**src/rtl/store_merge_pkg.sv**
```systemverilog
// Shared encodings for the store-merge datapath: request sizes, FSM states, error codes.
package store_merge_pkg;

  localparam logic [1:0] SZ_RSVD = 2'b00;
  localparam logic [1:0] SZ_WORD = 2'b01;
  localparam logic [1:0] SZ_HALF = 2'b10;
  localparam logic [1:0] SZ_BYTE = 2'b11;

  localparam logic [1:0] ERR_NONE     = 2'b00;
  localparam logic [1:0] ERR_MISALIGN = 2'b01;
  localparam logic [1:0] ERR_SIZE     = 2'b10;
  localparam logic [1:0] ERR_TIMEOUT  = 2'b11;

  typedef enum logic [2:0] {
    IDLE,
    RD_REQ,
    RD_WAIT,
    WRITE,
    ERR
  } state_e;

  // Word stores must sit at offset 0; halfwords need an even offset.
  function automatic logic is_misaligned(input logic [1:0] size,
                                         input logic      ofs_nonzero,
                                         input logic      ofs_odd);
    is_misaligned = ((size == SZ_WORD) && ofs_nonzero) ||
                    ((size == SZ_HALF) && ofs_odd);
  endfunction

endpackage

```
**src/rtl/lane_merge.sv**
```systemverilog
// Replaces the byte or halfword lane(s) selected by ofs in old_word with new_data (little-endian).
module lane_merge
  import store_merge_pkg::*;
#(
  parameter int unsigned DATA_W = 32
) (
  input  logic [DATA_W-1:0]             old_word,
  input  logic [DATA_W-1:0]             new_data,
  input  logic [1:0]                    size,
  input  logic [$clog2(DATA_W/8)-1:0]   ofs,
  output logic [DATA_W-1:0]             merged
);

  localparam int unsigned LANES = DATA_W / 8;
  localparam int unsigned OFS_W = $clog2(DATA_W / 8);

  always_comb begin
    merged = old_word;
    for (int k = 0; k < LANES; k++) begin
      if (((size == SZ_BYTE) || (size == SZ_HALF)) && (OFS_W'(k) == ofs)) begin
        merged[8*k +: 8] = new_data[7:0];
      end
      if ((size == SZ_HALF) && (OFS_W'(k) == (ofs + OFS_W'(1)))) begin
        merged[8*k +: 8] = new_data[15:8];
      end
    end
    if (size == SZ_WORD) begin
      merged = new_data;
    end
  end

endmodule

```
**src/rtl/store_merge_unit.sv**
```systemverilog
// Store path to data memory: direct word writes, read-modify-write for halfword/byte stores,
// with misalignment, reserved-size and read-timeout reporting.
module store_merge_unit
  import store_merge_pkg::*;
#(
  parameter int unsigned DATA_W     = 32,
  parameter int unsigned ADDR_W     = 32,
  parameter int unsigned RD_TIMEOUT = 16
) (
  input  logic              clk,
  input  logic              reset_n,
  input  logic              req_valid,
  output logic              req_ready,
  input  logic [1:0]        req_size,
  input  logic [ADDR_W-1:0] req_addr,
  input  logic [DATA_W-1:0] req_data,
  output logic [ADDR_W-1:0] mem_addr,
  output logic              mem_rd,
  input  logic [DATA_W-1:0] mem_rdata,
  input  logic              mem_rvalid,
  output logic              mem_wr,
  output logic [DATA_W-1:0] mem_wdata,
  output logic              done,
  output logic              err,
  output logic [1:0]        err_code
);

  localparam int unsigned OFS_W = $clog2(DATA_W / 8);
  localparam int unsigned CNT_W = $clog2(RD_TIMEOUT + 1);

  state_e            state_q, state_d;
  logic [1:0]        size_q, size_d;
  logic [OFS_W-1:0]  ofs_q, ofs_d;
  logic [DATA_W-1:0] data_q, data_d;
  logic [CNT_W-1:0]  cnt_q, cnt_d;
  logic [ADDR_W-1:0] addr_d;
  logic [DATA_W-1:0] wdata_d;
  logic [DATA_W-1:0] merged;
  logic [1:0]        code_d;
  logic [OFS_W-1:0]  req_ofs;
  logic              accept;

  assign req_ofs = req_addr[OFS_W-1:0];
  assign accept  = req_valid && req_ready;

  lane_merge #(
    .DATA_W (DATA_W)
  ) u_lane_merge (
    .old_word (mem_rdata),
    .new_data (data_q),
    .size     (size_q),
    .ofs      (ofs_q),
    .merged   (merged)
  );

  // Next-state and next-output-register values.
  always_comb begin
    state_d = state_q;
    size_d  = size_q;
    ofs_d   = ofs_q;
    data_d  = data_q;
    cnt_d   = cnt_q;
    addr_d  = mem_addr;
    wdata_d = mem_wdata;
    code_d  = err_code;
    case (state_q)
      IDLE: begin
        if (accept) begin
          size_d = req_size;
          ofs_d  = req_ofs;
          data_d = req_data;
          addr_d = {req_addr[ADDR_W-1:OFS_W], {OFS_W{1'b0}}};
          if (req_size == SZ_RSVD) begin
            state_d = ERR;
            code_d  = ERR_SIZE;
          end else if (is_misaligned(req_size, |req_ofs, req_ofs[0])) begin
            state_d = ERR;
            code_d  = ERR_MISALIGN;
          end else if (req_size == SZ_WORD) begin
            state_d = WRITE;
            wdata_d = req_data;
          end else begin
            state_d = RD_REQ;
          end
        end
      end
      RD_REQ: begin
        state_d = RD_WAIT;
        cnt_d   = '0;
      end
      RD_WAIT: begin
        if (mem_rvalid) begin
          wdata_d = merged;
          state_d = WRITE;
        end else if (cnt_q == CNT_W'(RD_TIMEOUT - 1)) begin
          state_d = ERR;
          code_d  = ERR_TIMEOUT;
        end else begin
          cnt_d = cnt_q + CNT_W'(1);
        end
      end
      WRITE:   state_d = IDLE;
      ERR:     state_d = IDLE;
      default: state_d = IDLE;
    endcase
  end

  // Strobes are decoded from the next state so they line up with the state they belong to.
  always_ff @(posedge clk or negedge reset_n) begin
    if (!reset_n) begin
      state_q   <= IDLE;
      size_q    <= SZ_RSVD;
      ofs_q     <= '0;
      data_q    <= '0;
      cnt_q     <= '0;
      req_ready <= 1'b1;
      mem_rd    <= 1'b0;
      mem_wr    <= 1'b0;
      done      <= 1'b0;
      err       <= 1'b0;
      err_code  <= ERR_NONE;
      mem_addr  <= '0;
      mem_wdata <= '0;
    end else begin
      state_q   <= state_d;
      size_q    <= size_d;
      ofs_q     <= ofs_d;
      data_q    <= data_d;
      cnt_q     <= cnt_d;
      req_ready <= (state_d == IDLE);
      mem_rd    <= (state_d == RD_REQ);
      mem_wr    <= (state_d == WRITE);
      done      <= (state_d == WRITE);
      err       <= (state_d == ERR);
      err_code  <= code_d;
      mem_addr  <= addr_d;
      mem_wdata <= wdata_d;
    end
  end

endmodule

```
**config.mk**
```make
export PLATFORM = sky130hd
export DESIGN_NAME = store_merge_unit
export DESIGN_NICKNAME = d
export VERILOG_FILES = /design/src/rtl/store_merge_pkg.sv /design/src/rtl/lane_merge.sv /design/src/rtl/store_merge_unit.sv
export SDC_FILE = /design/constraint.sdc
export NUM_CORES = 1
export LEC_CHECK = 0
export ABC_AREA = 1
export CORE_UTILIZATION = 49
export DETAILED_ROUTE_END_ITERATION = 10
export PLACE_DENSITY = 0.87
export REMOVE_ABC_BUFFERS = 1
export SLEW_MARGIN = 20
export SYNTH_ARGS = -nofsm -noshare
export SYNTH_HDL_FRONTEND = slang
export SYNTH_SLANG_ARGS = --single-unit
```
**constraint.sdc**
```tcl
create_clock -name clk -period 1.8 [get_ports clk]
set_input_delay 0.18 -clock clk [delete_from_list [all_inputs] [get_ports clk]]
set_output_delay 0.18 -clock clk [all_outputs]
set_load 0.01 [all_outputs]
```
Word-level counts from Yosys, hierarchy flattened
Index checks and enable logic that the tools add are counted.
{"block": "totals", "ff_bits": 112, "input_bits": 102, "output_inout_bits": 71, "wordCells": 96}
{"block": "op_classes", "add_sub_neg": 2, "eq_ne": 26, "mux": 31, "reduce_logical": 25}
{"op": "32-bit 2-to-1 mux", "n": 6}
{"op": "8-bit 2-to-1 mux", "n": 8}
{"op": "32-bit case mux with 2 select lines", "n": 1}
{"op": "2-bit inequality test, second input constant", "n": 8}
{"op": "3-bit 2-to-1 mux", "n": 5}
{"op": "2-bit 2-to-1 mux", "n": 6}
{"op": "1-bit logical AND", "n": 11}
{"op": "5-bit 2-to-1 mux", "n": 2}
{"op": "5-bit case mux with 2 select lines", "n": 1}
{"op": "3-bit case mux with 3 select lines", "n": 1}
{"op": "2-bit == test, first input constant", "n": 4}
{"op": "2-bit == test, second input constant", "n": 3}
{"op": "3-bit by 1-bit == test with 1-bit output, second input constant", "n": 2}
{"op": "3-bit by 2-bit == test with 1-bit output, second input constant", "n": 2}
{"op": "2-bit logical NOT", "n": 3}
{"op": "3-bit logical NOT", "n": 2}
{"op": "6-bit AND reduction", "n": 1}
{"op": "5-bit by 1-bit adder with 5-bit output, second input constant", "n": 1}
{"op": "5-bit by 4-bit == test with 1-bit output, second input constant", "n": 1}
{"op": "5-bit AND reduction", "n": 1}
{"op": "1-bit by 2-bit == test with 1-bit output, first input constant", "n": 2}
{"op": "2-bit by 1-bit == test with 1-bit output, second input constant", "n": 2}
{"op": "2-bit case mux with 2 select lines", "n": 1}
{"op": "2-bit nonzero test", "n": 2}
{"op": "other kinds (7)", "n": 8}

Depth between registers and ports, before layout
{"block": "logic_depth", "ltp_word": 8, "depth_mapped": 10, "ltp_nobuf": 9}

By module
A second synthesis with hierarchy kept.
{"block": "hier_totals", "hier_cells": 921, "area_unflattened_um2": 6297.3}
{"module": "store_merge_unit", "instances": 1, "cells_per_inst": 614, "area_each_um2": 4875.9, "seq_area_each_um2": 2803.9}
{"module": "lane_merge", "instances": 1, "cells_per_inst": 307, "area_each_um2": 1421.4, "seq_area_each_um2": 0.0}

Worst setup path before layout
OpenSTA, ideal clock, no wires.
{"block": "synth_timing", "path_type": "reg-to-reg", "from": "reg cnt_q[0]", "to": "reg cnt_q[0]", "t_arrival_ps": 1344, "required_ps": 1681, "path_slack_ps": 337, "stages_incl_launch_ff": 10, "path_buffers": 0, "cell_sequence": "dfrtp_1 > ha_1 > nand2_1 > nor2_1 > ha_1 > nand2_1 > nand2_1 > inv_1 > o21ai_0 > o21a_1"}
{"block": "synth_via", "elab_chain_cells": 4}
{"element": "start, declared", "line_no": "store_merge_unit.sv:35", "text": "logic [CNT_W-1:0] cnt_q, cnt_d;"}
{"element": "start signal, assigned", "line_no": "store_merge_unit.sv:129", "text": "cnt_q <= cnt_d;"}
{"element": "5-bit by 1-bit adder with 5-bit output", "line_no": "store_merge_unit.sv:99", "text": "cnt_d = cnt_q + CNT_W'(1);"}
{"element": "5-bit 2-to-1 mux", "line_no": "store_merge_unit.sv:95", "text": "end else if (cnt_q == CNT_W'(RD_TIMEOUT - 1)) begin"}
{"element": "5-bit 2-to-1 mux", "line_no": "store_merge_unit.sv:92", "text": "if (mem_rvalid) begin"}
{"element": "5-bit case mux with 2 select lines", "line_no": "store_merge_unit.sv:66", "text": "case (state_q)"}
Several ways; a longest one is shown, not always the timed one. The select of a mux whose other input is x is not followed.
A chain may end at the register's enable or synchronous reset.

Worst setup path after layout
Ends and elaborated chain as after synthesis.

==> flow_metrics.py <==
metrics = {
    "yosys": {
        "synth_warnings": 0,
        "synth_edf_count": 0,
        "ys_types": 28,
        "yosys-top-cells-count": "nand2_1, inv_1, dfrtp_1",
        "ys_top_cells_by_area": "dfrtp_1, nand2_1, inv_1, nand3_1, nor2_1",
        "synth_ff_type": "dfrtp_1",
        "synthSimpleGateAreaFrac_pct": 32.8,
        "syn_avg_cell_area_um2": 6.64,
        "synth_fa_ha_area_share_pct": 0.389,
        "ys_ff_latch": 112,
        "synth_top_family_by_area": "simple AND/OR/NAND/NOR gates",
        "async_flop_share_pct": 100,
        "synth_compound_area_share_pct": 8.39,
        "synth_top_area_share_pct": 43.2,
        "synthMuxAreaShare_pct": 0,
        "post-synth-top-count-cell": "nand2_1",
        "seq_area_frac_synth_pct": 43.6,
        "synth_area_leader_cell": "dfrtp_1",
        "postSynthCellCount": 968,
        "synth_area_um2": 6430,
        "yosys.area_share.xor_xnor_pct": 0.136,
    },
    "critical_path": {
        "crit_required_ns": 2.05,
        "reg2reg_depth": 9,
        "path_class": "reg -> reg",
        "cp-end-kind": "flip-flop",
        "crit_fanout": 6,
        "cp-startpoint": "cnt_q[0]",
        "reg2reg_from": "cnt_q[0]",
        "arrival_ns": 1.91,
        "start_kind": "flip-flop",
    },
    "final_layout": {
        "layout.nets": 1239,
        "finalCoreUtilization_pct": 69.1,
        "drive_above_1_share_pct": 5.27,
        "diodes": 0,
        "area_growth_pct": 36.6,
        "fill_cells": 1082,
    },
    "clocking": {
        "ctsRootBufferMaster": "clkbuf_16",
        "clk_latency_ns": 0.36,
        "clockBufferDepth": 2,
        "cts_buffers": 9,
        "clock_sinks": 112,
        "cts.clk_slew.worst_paths_ns": 0.07,
        "tritoncts": "done",
        "cts_setup_buffers": 0,
        "htree_levels": 3,
    },
    "timing": {
        "hold_viol_final": 0,
        "period_minus_slack_ns": 1.66,
        "fin_skew_ns": 0.00597,
        "setup_viol": 0,
        "fin_ws_ns": 0.135,
        "clock.fmax_mhz": 601,
        "slew_violations": 0,
        "rsz0062_at_grt": "false",
        "fin_crit_sh_pct": 92.5,
    },
    "die": {
        "start_util_pct": 50.5,
        "ios": 173,
        "chipHeight_um": 117,
        "rows": 41,
        "die-area_um2": 13600,
        "die_w_um": 117,
        "core-area_um2": 12700,
    },
    "drt": {
        "drcViolationCount": 0,
        "wl_per_cell_um": 13.7,
        "routed-via-count": 6412,
        "drt_iter0_drc": 426,
        "totalWireLength_um": 17900,
        "drtAntennaViolNets": 0,
        "drtPass1Iterations": 7,
        "vias_per_cell": 4.89,
    },
    "global_routing": {
        "grt_max_degree": 48,
        "antenna_found_initial": 0,
        "track_usage_pct": 28.4,
        "grt_pass1_vias": 6359,
        "grt_pass1_wl_um": 29600,
        "grt.overflow.total": 0,
    },
    "run_status": {
        "status": "complete, no violations",
    },
    "pwr": {
        "ir_drop_v": 0.00104,
        "p_per_area_nw_per_um2": 1700,
        "power_w": 0.0149,
        "power.leakage_nw": 4.79,
    },
    "placed_design": {
        "port_buffers": 170,
        "place_congestion": 0.937,
        "place_ws_ns": 0.0813,
        "dpl.hpwl_um": 13200,
    },
    "job": {
        "drv.max_cap_violation_count": 0,
    },
    "min_path": {
        "holdCritPathClass": "in -> async",
    },
}
==> stage by stage <==
step | hold WS [ns] | std cells | area [um2] | setup TNS, ns
finish | 0.323 | 1311 | 8780 | 0
global route | 0.366 | 1311 | 8780 | 0
CTS | 0.345 | 1311 | 8780 | 0
detailed placement | 0.187 | 1295 | 8460 | 0
global placement | 0.182 | 1295 | 8460 | 0
floorplan | -0.116 | 926 | 6210 | -89.50
==> what timing repair did <==
item / 4_1_cts / 5_1_grt
hold buffers: 1 / 0
endpoints found under the hold margin: 33 / 0
endpoints found under the setup margin: 0 / 6
gates resized for setup: 0 / 2
==> routing by layer <==
layer | GRT usage (%) | vias to the layer above | wire, um
met5 | 0 | - | 0
met4 | 13.2 | 0 | 502
met3 | 7.58 | 36 | 1490
met2 | 48.6 | 249 | 8490
met1 | 33.4 | 2919 | 7430
li1 | - | 3208 | -
==> critical path: stages, from the launching register on <==
cell	delay [ns]
dfrtp_1	0.41
ha_1	0.23
nand2_1	0.07
nor2_1	0.04
ha_1	0.22
nand2_1	0.08
nand2_1	0.14
inv_1	0.16
o21ai_0	0.10
o21a_1	0.11
==> registers in the layout (all words and copies together) (netlist names) <==
signal     flops
err            1
data_q        32
size_q         2
mem_rd         1
cnt_q          5
ofs_q          2
req_ready      1
mem_wdata     32
mem_addr      30
state_q        3
err_code       2
done           1
==> area by class of cell <==
cell class / instances / area (um2) / area share, %
clock buffer: 13 / 270 / 3.08
clock inverter: 2 / 37.5 / 0.427
inverter: 191 / 717 / 8.16
multi-input combinational: 623 / 2700 / 30.8
sequential: 112 / 2810 / 31.9
tap: 172 / 215 / 2.45
timing repair buffer: 198 / 2040 / 23.2
==> path summary, 6_finish.rpt <==
path	end	slack [ns]
setup / recovery	cnt_q[0]	0.14
hold / removal	mem_addr[17]	0.32
setup reg to reg	cnt_q[0]	0.14
hold reg to reg	mem_addr[13]	0.48
max in group asynchronous	mem_wdata[31]	0.84
min in group clk	mem_addr[28]	0.36
==> power by group <==
| part | switching, W | internal [W] |
|---|---|---|
| logic | 0.00465 | 0.00359 |
| registers | 0.000827 | 0.00373 |
| clock network | 0.000909 | 0.00119 |
| total | 0.00639 | 0.00851 |
==> layout by cell type, fill, tap and decap left out, drive strengths merged, types with 13 or more instances in the layout <==
cell type | synthesis | layout
nor2 | 93 | 93
buf | 31 | 28
o21ai | 37 | 37
nand3 | 66 | 66
nand2 | 351 | 351
dfrtp | 111 | 111
a21oi | 43 | 43
clkdlybuf4s50 | 0 | 169
clkbuf | 12 | 13
inv | 190 | 190
==> cells by family after synthesis <==
kind of cell    Yosys count
simple gates            520
buf+inv                 234
flops                   112
compound gates           98
fa+ha+maj                 2
xor+xnor                  1
other cells               1
Power figures use the tool's default switching activity.
